## src/rtl/life_pkg.sv

```systemverilog
`default_nettype none
// ============================================================================
// Module      : life_pkg
// Description : Shared cell constants, FSM state encoding, B3/S23 rule and
//               popcount helper for the Game of Life engine.
// Revision    : 1.0 - initial release
// ============================================================================
package life_pkg;

    localparam logic ALIVE = 1'b1;
    localparam logic DEAD  = 1'b0;

    // FSM state encoding shared by the engine
    typedef logic [1:0] life_state_t;
    localparam life_state_t ST_IDLE    = 2'd0;
    localparam life_state_t ST_COMPUTE = 2'd1;
    localparam life_state_t ST_COMMIT  = 2'd2;

    // Widest board the popcount helper can size (32x32)
    localparam int POP_MAX_BITS = 1024;

    function automatic logic life_rule(input logic alive, input logic [3:0] n);
        if (alive == ALIVE)
            return (n == 4'd2 || n == 4'd3) ? ALIVE : DEAD;
        return (n == 4'd3) ? ALIVE : DEAD;
    endfunction

    function automatic int unsigned popcount(input logic [POP_MAX_BITS-1:0] v);
        int unsigned c;
        c = 0;
        for (int i = 0; i < POP_MAX_BITS; i++)
            if (v[i]) c++;
        return c;
    endfunction

endpackage
`default_nettype wire

```

## src/rtl/life_if.sv

```systemverilog
`default_nettype none
// ============================================================================
// Module      : life_if
// Description : Control, read-port and status bundle of the Life engine.
// Revision    : 1.0 - initial release
// ============================================================================
interface life_if #(
    parameter int COLS_LOG2 = 3,
    parameter int ROWS_LOG2 = 3
);
    logic                           step_i;
    logic                           run_i;
    logic                           frame_tick_i;
    logic                           load_i;
    logic [COLS_LOG2+ROWS_LOG2-1:0] rd_addr_i;
    logic                           rd_cell_o;
    logic                           busy_o;
    logic [15:0]                    gen_o;
    logic [COLS_LOG2+ROWS_LOG2:0]   alive_cnt_o;

    modport master (
        output step_i, run_i, frame_tick_i, load_i, rd_addr_i,
        input  rd_cell_o, busy_o, gen_o, alive_cnt_o
    );

    modport slave (
        input  step_i, run_i, frame_tick_i, load_i, rd_addr_i,
        output rd_cell_o, busy_o, gen_o, alive_cnt_o
    );
endinterface
`default_nettype wire

```

## src/rtl/life_nbr_count.sv

```systemverilog
`default_nettype none
// ============================================================================
// Module      : life_nbr_count
// Description : Combinational live-neighbour count for one cell, with either
//               toroidal wrap or dead-outside edges.
// Revision    : 1.0 - initial release
// ============================================================================
module life_nbr_count import life_pkg::*; #(
    parameter int COLS_LOG2 = 3,
    parameter int ROWS_LOG2 = 3
) (
    input  wire logic [(2**(COLS_LOG2+ROWS_LOG2))-1:0] cur,
    input  wire logic [COLS_LOG2+ROWS_LOG2-1:0]        idx,
    input  wire logic                                  wrap,
    output logic      [3:0]                            n
);
    localparam int AW   = COLS_LOG2 + ROWS_LOG2;
    localparam int COLS = 2**COLS_LOG2;
    localparam int ROWS = 2**ROWS_LOG2;

    logic [ROWS_LOG2-1:0] w_row;
    logic [COLS_LOG2-1:0] w_col;
    int                   w_r;
    int                   w_c;
    logic                 w_ok;

    assign w_row = idx[AW-1:COLS_LOG2];
    assign w_col = idx[COLS_LOG2-1:0];

    always_comb begin
        n    = 4'd0;
        w_r  = 0;
        w_c  = 0;
        w_ok = 1'b0;
        for (int dr = -1; dr <= 1; dr++) begin
            for (int dc = -1; dc <= 1; dc++) begin
                if (!(dr == 0 && dc == 0)) begin
                    w_r  = int'(w_row) + dr;
                    w_c  = int'(w_col) + dc;
                    w_ok = 1'b1;
                    if (wrap) begin
                        w_r = (w_r + ROWS) % ROWS;
                        w_c = (w_c + COLS) % COLS;
                    end else if (w_r < 0 || w_r >= ROWS || w_c < 0 || w_c >= COLS) begin
                        w_ok = 1'b0;
                    end
                    if (w_ok && cur[AW'(w_r * COLS + w_c)] == ALIVE)
                        n = n + 4'd1;
                end
            end
        end
    end
endmodule
`default_nettype wire

```

## src/rtl/life_engine.sv

```systemverilog
`default_nettype none
// ============================================================================
// Module      : life_engine
// Description : Double-buffered Game of Life engine with a tear-free read
//               port. Define LIFE_WRAP_EN for a toroidal board.
// Revision    : 1.0 - initial release
// ============================================================================
module life_engine import life_pkg::*; #(
    parameter int COLS_LOG2 = 3,
    parameter int ROWS_LOG2 = 3,
    parameter logic [(2**(COLS_LOG2+ROWS_LOG2))-1:0] INIT_PATTERN = '0
) (
    input  wire logic clk,
    input  wire logic rst_n,
    life_if.slave     bus
);
    localparam int AW   = COLS_LOG2 + ROWS_LOG2;
    localparam int SIZE = 2**AW;
    localparam int CW   = AW + 1;
    localparam logic [CW-1:0] INIT_POP = CW'(popcount(POP_MAX_BITS'(INIT_PATTERN)));

`ifdef LIFE_WRAP_EN
    localparam logic WRAP = 1'b1;
`else
    localparam logic WRAP = 1'b0;
`endif

    life_state_t     r_state;
    logic [SIZE-1:0] r_cur;
    logic [SIZE-1:0] r_nxt;
    logic [AW-1:0]   r_idx;
    logic [CW-1:0]   r_acc;
    logic [CW-1:0]   r_alive;
    logic [15:0]     r_gen;
    logic            r_rd_cell;

    logic            w_trigger;
    logic [3:0]      w_n;
    logic            w_new;

    life_nbr_count #(
        .COLS_LOG2 (COLS_LOG2),
        .ROWS_LOG2 (ROWS_LOG2)
    ) u_nbr (
        .cur  (r_cur),
        .idx  (r_idx),
        .wrap (WRAP),
        .n    (w_n)
    );

    assign w_trigger = bus.step_i | (bus.run_i & bus.frame_tick_i);
    assign w_new     = life_rule(r_cur[r_idx], w_n);

    // Reset and load share one path so a mid-generation reload discards work
    always_ff @(posedge clk) begin
        if (!rst_n || bus.load_i) begin
            r_state <= ST_IDLE;
            r_cur   <= INIT_PATTERN;
            r_idx   <= '0;
            r_acc   <= '0;
            r_alive <= INIT_POP;
            r_gen   <= 16'd0;
        end else begin
            case (r_state)
                ST_IDLE: begin
                    if (w_trigger) begin
                        r_state <= ST_COMPUTE;
                        r_idx   <= '0;
                        r_acc   <= '0;
                    end
                end
                ST_COMPUTE: begin
                    r_acc <= r_acc + CW'(w_new);
                    r_idx <= r_idx + AW'(1);
                    if (r_idx == AW'(SIZE - 1))
                        r_state <= ST_COMMIT;
                end
                ST_COMMIT: begin
                    r_cur   <= r_nxt;
                    r_alive <= r_acc;
                    r_gen   <= r_gen + 16'd1;
                    r_state <= ST_IDLE;
                end
                default: r_state <= ST_IDLE;
            endcase
        end
    end

    always_ff @(posedge clk) begin
        if (!rst_n)
            r_nxt <= '0;
        else if (r_state == ST_COMPUTE)
            r_nxt[r_idx] <= w_new;
    end

    // Reads only ever see r_cur, which changes as a whole in COMMIT
    always_ff @(posedge clk) begin
        if (!rst_n)
            r_rd_cell <= 1'b0;
        else
            r_rd_cell <= r_cur[bus.rd_addr_i];
    end

    assign bus.rd_cell_o   = r_rd_cell;
    assign bus.busy_o      = (r_state != ST_IDLE);
    assign bus.gen_o       = r_gen;
    assign bus.alive_cnt_o = r_alive;
endmodule
`default_nettype wire

```

## src/flat_wrapper.sv

```systemverilog
// flat-port wrapper written by rule: the top's interface ports become plain ports
module life_engine_flat import life_pkg::*;
#(
    parameter int COLS_LOG2 = 3,
    parameter int ROWS_LOG2 = 3,
    parameter logic [(2**(COLS_LOG2+ROWS_LOG2))-1:0] INIT_PATTERN = '0
)
  (clk, rst_n, bus_step_i, bus_run_i, bus_frame_tick_i, bus_load_i, bus_rd_addr_i, bus_rd_cell_o, bus_busy_o, bus_gen_o, bus_alive_cnt_o);
  life_if #(.COLS_LOG2(COLS_LOG2), .ROWS_LOG2(ROWS_LOG2)) bus_i ();
  input  wire logic clk;
  input  wire logic rst_n;
  input wire logic [$bits(bus_i.step_i)-1:0] bus_step_i;
  input wire logic [$bits(bus_i.run_i)-1:0] bus_run_i;
  input wire logic [$bits(bus_i.frame_tick_i)-1:0] bus_frame_tick_i;
  input wire logic [$bits(bus_i.load_i)-1:0] bus_load_i;
  input wire logic [$bits(bus_i.rd_addr_i)-1:0] bus_rd_addr_i;
  output wire logic [$bits(bus_i.rd_cell_o)-1:0] bus_rd_cell_o;
  output wire logic [$bits(bus_i.busy_o)-1:0] bus_busy_o;
  output wire logic [$bits(bus_i.gen_o)-1:0] bus_gen_o;
  output wire logic [$bits(bus_i.alive_cnt_o)-1:0] bus_alive_cnt_o;
  assign bus_i.step_i = bus_step_i;
  assign bus_i.run_i = bus_run_i;
  assign bus_i.frame_tick_i = bus_frame_tick_i;
  assign bus_i.load_i = bus_load_i;
  assign bus_i.rd_addr_i = bus_rd_addr_i;
  assign bus_rd_cell_o = bus_i.rd_cell_o;
  assign bus_busy_o = bus_i.busy_o;
  assign bus_gen_o = bus_i.gen_o;
  assign bus_alive_cnt_o = bus_i.alive_cnt_o;
  life_engine #(.COLS_LOG2(COLS_LOG2), .ROWS_LOG2(ROWS_LOG2), .INIT_PATTERN(INIT_PATTERN)) u_core (.clk(clk), .rst_n(rst_n), .bus(bus_i));
endmodule
```

## config.mk

```make
export PLATFORM = sky130hd
export DESIGN_NAME = life_engine_flat
export DESIGN_NICKNAME = d
export VERILOG_FILES = /design/src/rtl/life_pkg.sv /design/src/rtl/life_if.sv /design/src/rtl/life_nbr_count.sv /design/src/rtl/life_engine.sv /design/src/flat_wrapper.sv
export SDC_FILE = /design/constraint.sdc
export NUM_CORES = 1
export LEC_CHECK = 0
export CAP_MARGIN = 20
export CORE_AREA = 10 10 139 141
export DETAILED_ROUTE_END_ITERATION = 8
export DIE_AREA = 0 0 149 151
export PLACE_DENSITY = 0.79
export SLEW_MARGIN = 20
export SYNTH_ARGS = -nofsm -noshare
export SYNTH_HDL_FRONTEND = slang
export SYNTH_SLANG_ARGS = --single-unit
```

## constraint.sdc

```tcl
create_clock -name clk -period 11.6 [get_ports clk]
set_input_delay 2.32 -clock clk [delete_from_list [all_inputs] [get_ports clk]]
set_output_delay 2.32 -clock clk [all_outputs]
set_load 0.1 [all_outputs]
```

==> impl_results.md <==
* Status: completed
* Reg2reg path depth at 42
* Period utilization at roughly 77%
* Power Density at 107 nW/um2
* Pre-Repair DR Iteration Count at 5
* # H-tree levels at 4
* Site Rows at 47
* Full die area at 22500 um2
* Layout cells sized above 1 at 11.2%
* Crit path top cell by count: ha_1
* CP top delay family: adder cells
* Routability congestion estimate from global placement at 1.09
* Synth Net Count at 1247
* Initial cell density of the core at just over 60%
* Synth Area per Inst at 8.32 um2
* Wire per inst at 21.5 um
* Max frequency at 0.112 GHz
* Worst skew pair latency at 0.44 ns
* DRT antenna net count at 0
* RSZ-0062 raised after global routing: no
* Yosys top cell by area: dfxtp_1
* Root Buffer: clkbuf_16
* # setup viols final at 0
* Max-Cap Viols at 0
* Post-synth cell types at 74
* Hold EP: u_core.r_cur[34]
* Routed vias at 9244
* CP max stage delay at 0.88 ns
* Worst Hold Path Cells at 2
* Slew Viols, Final at 0
* Residual DRC at 0
* Worst setup path class: reg -> reg
* Critical path endpoint category: flip-flop
* Post-CTS setup buffer count at 0
* Util after Layout at 67.1%
* Final instance area at 11000 um2
* CTS tree: done
* Initial antenna violation count at 1
* N_diodes at 0
* Min cycle time layout at 8.95 ns
* Synth Register Bits at 167
* Layout area overhead at 9.65%
* Maximum fanout along the worst path at 22
* Pin count of the biggest net entering global routing at 93
* Synth top area share at 33.2%
* Max VDD drop at 0.104 mV
* Number of vias per cell at approximately 6.5
* Initial DRC count at 1016
* Final wirelength at 30800 um
* GRT Util Overall at 27.3%
* Hold Crit Start: u_core.r_nxt[34]
* Placed Area at 10500 um2
* Clock buffer depth at 2
* Sink Count at about 170
* Flop2flop setup slack at 2.65 ns
* Warnings, synthesis at 0
* Seq/Total Area, Yosys at around a third
* TritonCTS Buffers at 17
* Top_reg_cell synth: dfxtp_1
* Core ar. at 16500 um2
* Cts hold-fix bufs at 0
* Worst-path clk slew at 0.08 ns
* Synth area leaders: dfxtp_1 (33%), mux4_2 (9.4%), nand2_1 (9.2%)
* Grt total ovfl at 0
* Crit path DAT at slightly above 9 ns
* Resize count post-CTS at 0
* Leakage at 3.62 nW
* Final hold slack at 0.446 ns
* Max_slew headroom at 29.5%
* Number of global-route vias before repair at 8616
* Most instantiated library cell after synthesis: nand2_1
* DIE HEIGHT at ~150 um
* First-pass GRT wire length at 48500 um
* Post-route setup TNS at 0 ns
* Io pins at 37
* RR Endpoint: u_core.r_acc[6]
* Slowest stage cell, crit path: dfxtp_1
* Reg-to-Reg Start: u_core.r_idx[3]
* Synth cell count leaders: nand2_1 (248), dfxtp_1 (167), nor2_1 (88)
* CP Launch Type: flip-flop
* Hold crit path type: reg -> reg
* Async SR Flop Fraction at 0%
* Slew @ Worst Pin at 1.05 ns
* Layout Skew at 0.0140 ns
* WP buf/inv at 7
* Dpl hpwl at 21600 um
* Post-synth EDFFs at 0
* Die width at 149 um
* Port Buffers at 36
* Hold Violations, Final at 0
* WP data required at 11.90 ns
* Post-Syn Instances at 1210
* Nets at 1234
* Mapped cell area at 10100 um2
==> registers in the layout, indices dropped and copies added, names as in the netlist <==
| register | cells |
|---|---|
| u_core.r_nxt | 64 |
| u_core.r_state | 2 |
| u_core.r_cur | 64 |
| u_core.bus.alive_cnt_o | 7 |
| u_core.bus.rd_cell_o | 1 |
| u_core.r_acc | 7 |
| u_core.r_idx | 6 |
| u_core.bus.gen_o | 16 |
==> kinds of logic (layout without fill, tap and decap cells) <==
logic type | Yosys count | count (layout) | share of synthesized area [%]
xor+xnor | 50 | 50 | 4.78
fa+ha+maj | 25 | 25 | 3.33
flops | 167 | 167 | 33.2
simple gates | 486 | 486 | 21.3
mux | 104 | 104 | 15.9
compound gates | 273 | 273 | 17.2
buf+inv | 105 | 105 | 4.37
==> final cells by class <==
class                      count  area, um2
multi-input combinational    938       6310
fill                        1418       5420
sequential                   167       3350
clock buffer                  18        429
timing repair buffer          46        428
tap                          220        275
clock inverter                14        159
inverter                      27        101
==> worst reg2reg max path: cells and delay by family (launching register included) <==
kind                     cells  cell delay (ns)
adder cells (fa/ha/maj)     10             3.06
AND/OR/NAND/NOR             16             1.65
AO/OA/AOI/OAI                5             1.21
buffers and inverters        7             1.00
flip-flops                   1             0.88
multiplexers                 1             0.52
XOR/XNOR                     3             0.51
==> placed cells by master (no fill, tap or decap), types with 5 or more instances in the layout <==
master / Yosys / final
clkbuf_16: 0 / 17
nor2_1: 88 / 88
o21ai_1: 37 / 37
xnor2_1: 21 / 21
mux2i_1: 36 / 36
nand3_1: 74 / 74
nor3_1: 13 / 12
a22oi_1: 12 / 12
o21ai_0: 10 / 10
mux2_2: 25 / 25
nand2b_1: 7 / 6
nor2b_1: 8 / 7
and3_1: 9 / 9
inv_1: 22 / 22
inv_6: 0 / 5
a21oi_1: 87 / 87
clkdlybuf4s50_1: 0 / 34
ha_1: 22 / 22
mux4_2: 42 / 42
xor2_1: 25 / 25
nand4_1: 9 / 9
o22ai_1: 31 / 31
buf_4: 6 / 11
nand2_1: 248 / 247
dfxtp_1: 167 / 165
o211ai_1: 45 / 45
a22o_1: 8 / 8
and2_1: 6 / 6
==> how the worst max path moves through the flow <==
stage	from	end	slack (ns)	cells past startpoint
5_1_grt	u_core.r_idx[0]	u_core.r_acc[6]	1.92	43
3_3_place_gp	u_core.r_idx[3]	u_core.r_acc[6]	2.98	42
2_1_floorplan	u_core.r_idx[0]	u_core.r_acc[6]	3.59	46
6_report	u_core.r_idx[3]	u_core.r_acc[6]	2.65	42
3_5_place_dp	u_core.r_idx[3]	u_core.r_acc[6]	2.77	42
4_1_cts	u_core.r_idx[3]	u_core.r_acc[6]	2.77	42
==> metal layers <==
metal / GRT usage, % / routed length, um
met5: 0 / 12
met4: 12.9 / 1280
met2: 41.5 / 14000
met1: 36.3 / 12600
met3: 5.82 / 2840
==> power by group <==
part / switching [mW] / internal [mW]
combinational: 0.0320 / 0.0153
sequential: 0.00115 / 0.573
clock: 0.259 / 0.306
==> through the flow <==
| stage | worst slack [ns] | power, mW | std cells |
|---|---|---|---|
| after global routing | 1.92 | 1.22 | 1430 |
| after floorplan | 3.59 | 0.621 | 1210 |
| after CTS | 2.77 | 1.19 | 1430 |
| final | 2.65 | 1.19 | 1430 |
| after global placement | 2.98 | 0.634 | 1398 |
| after detailed placement | 2.77 | 0.634 | 1398 |
(Power assumes the default switching activity.)
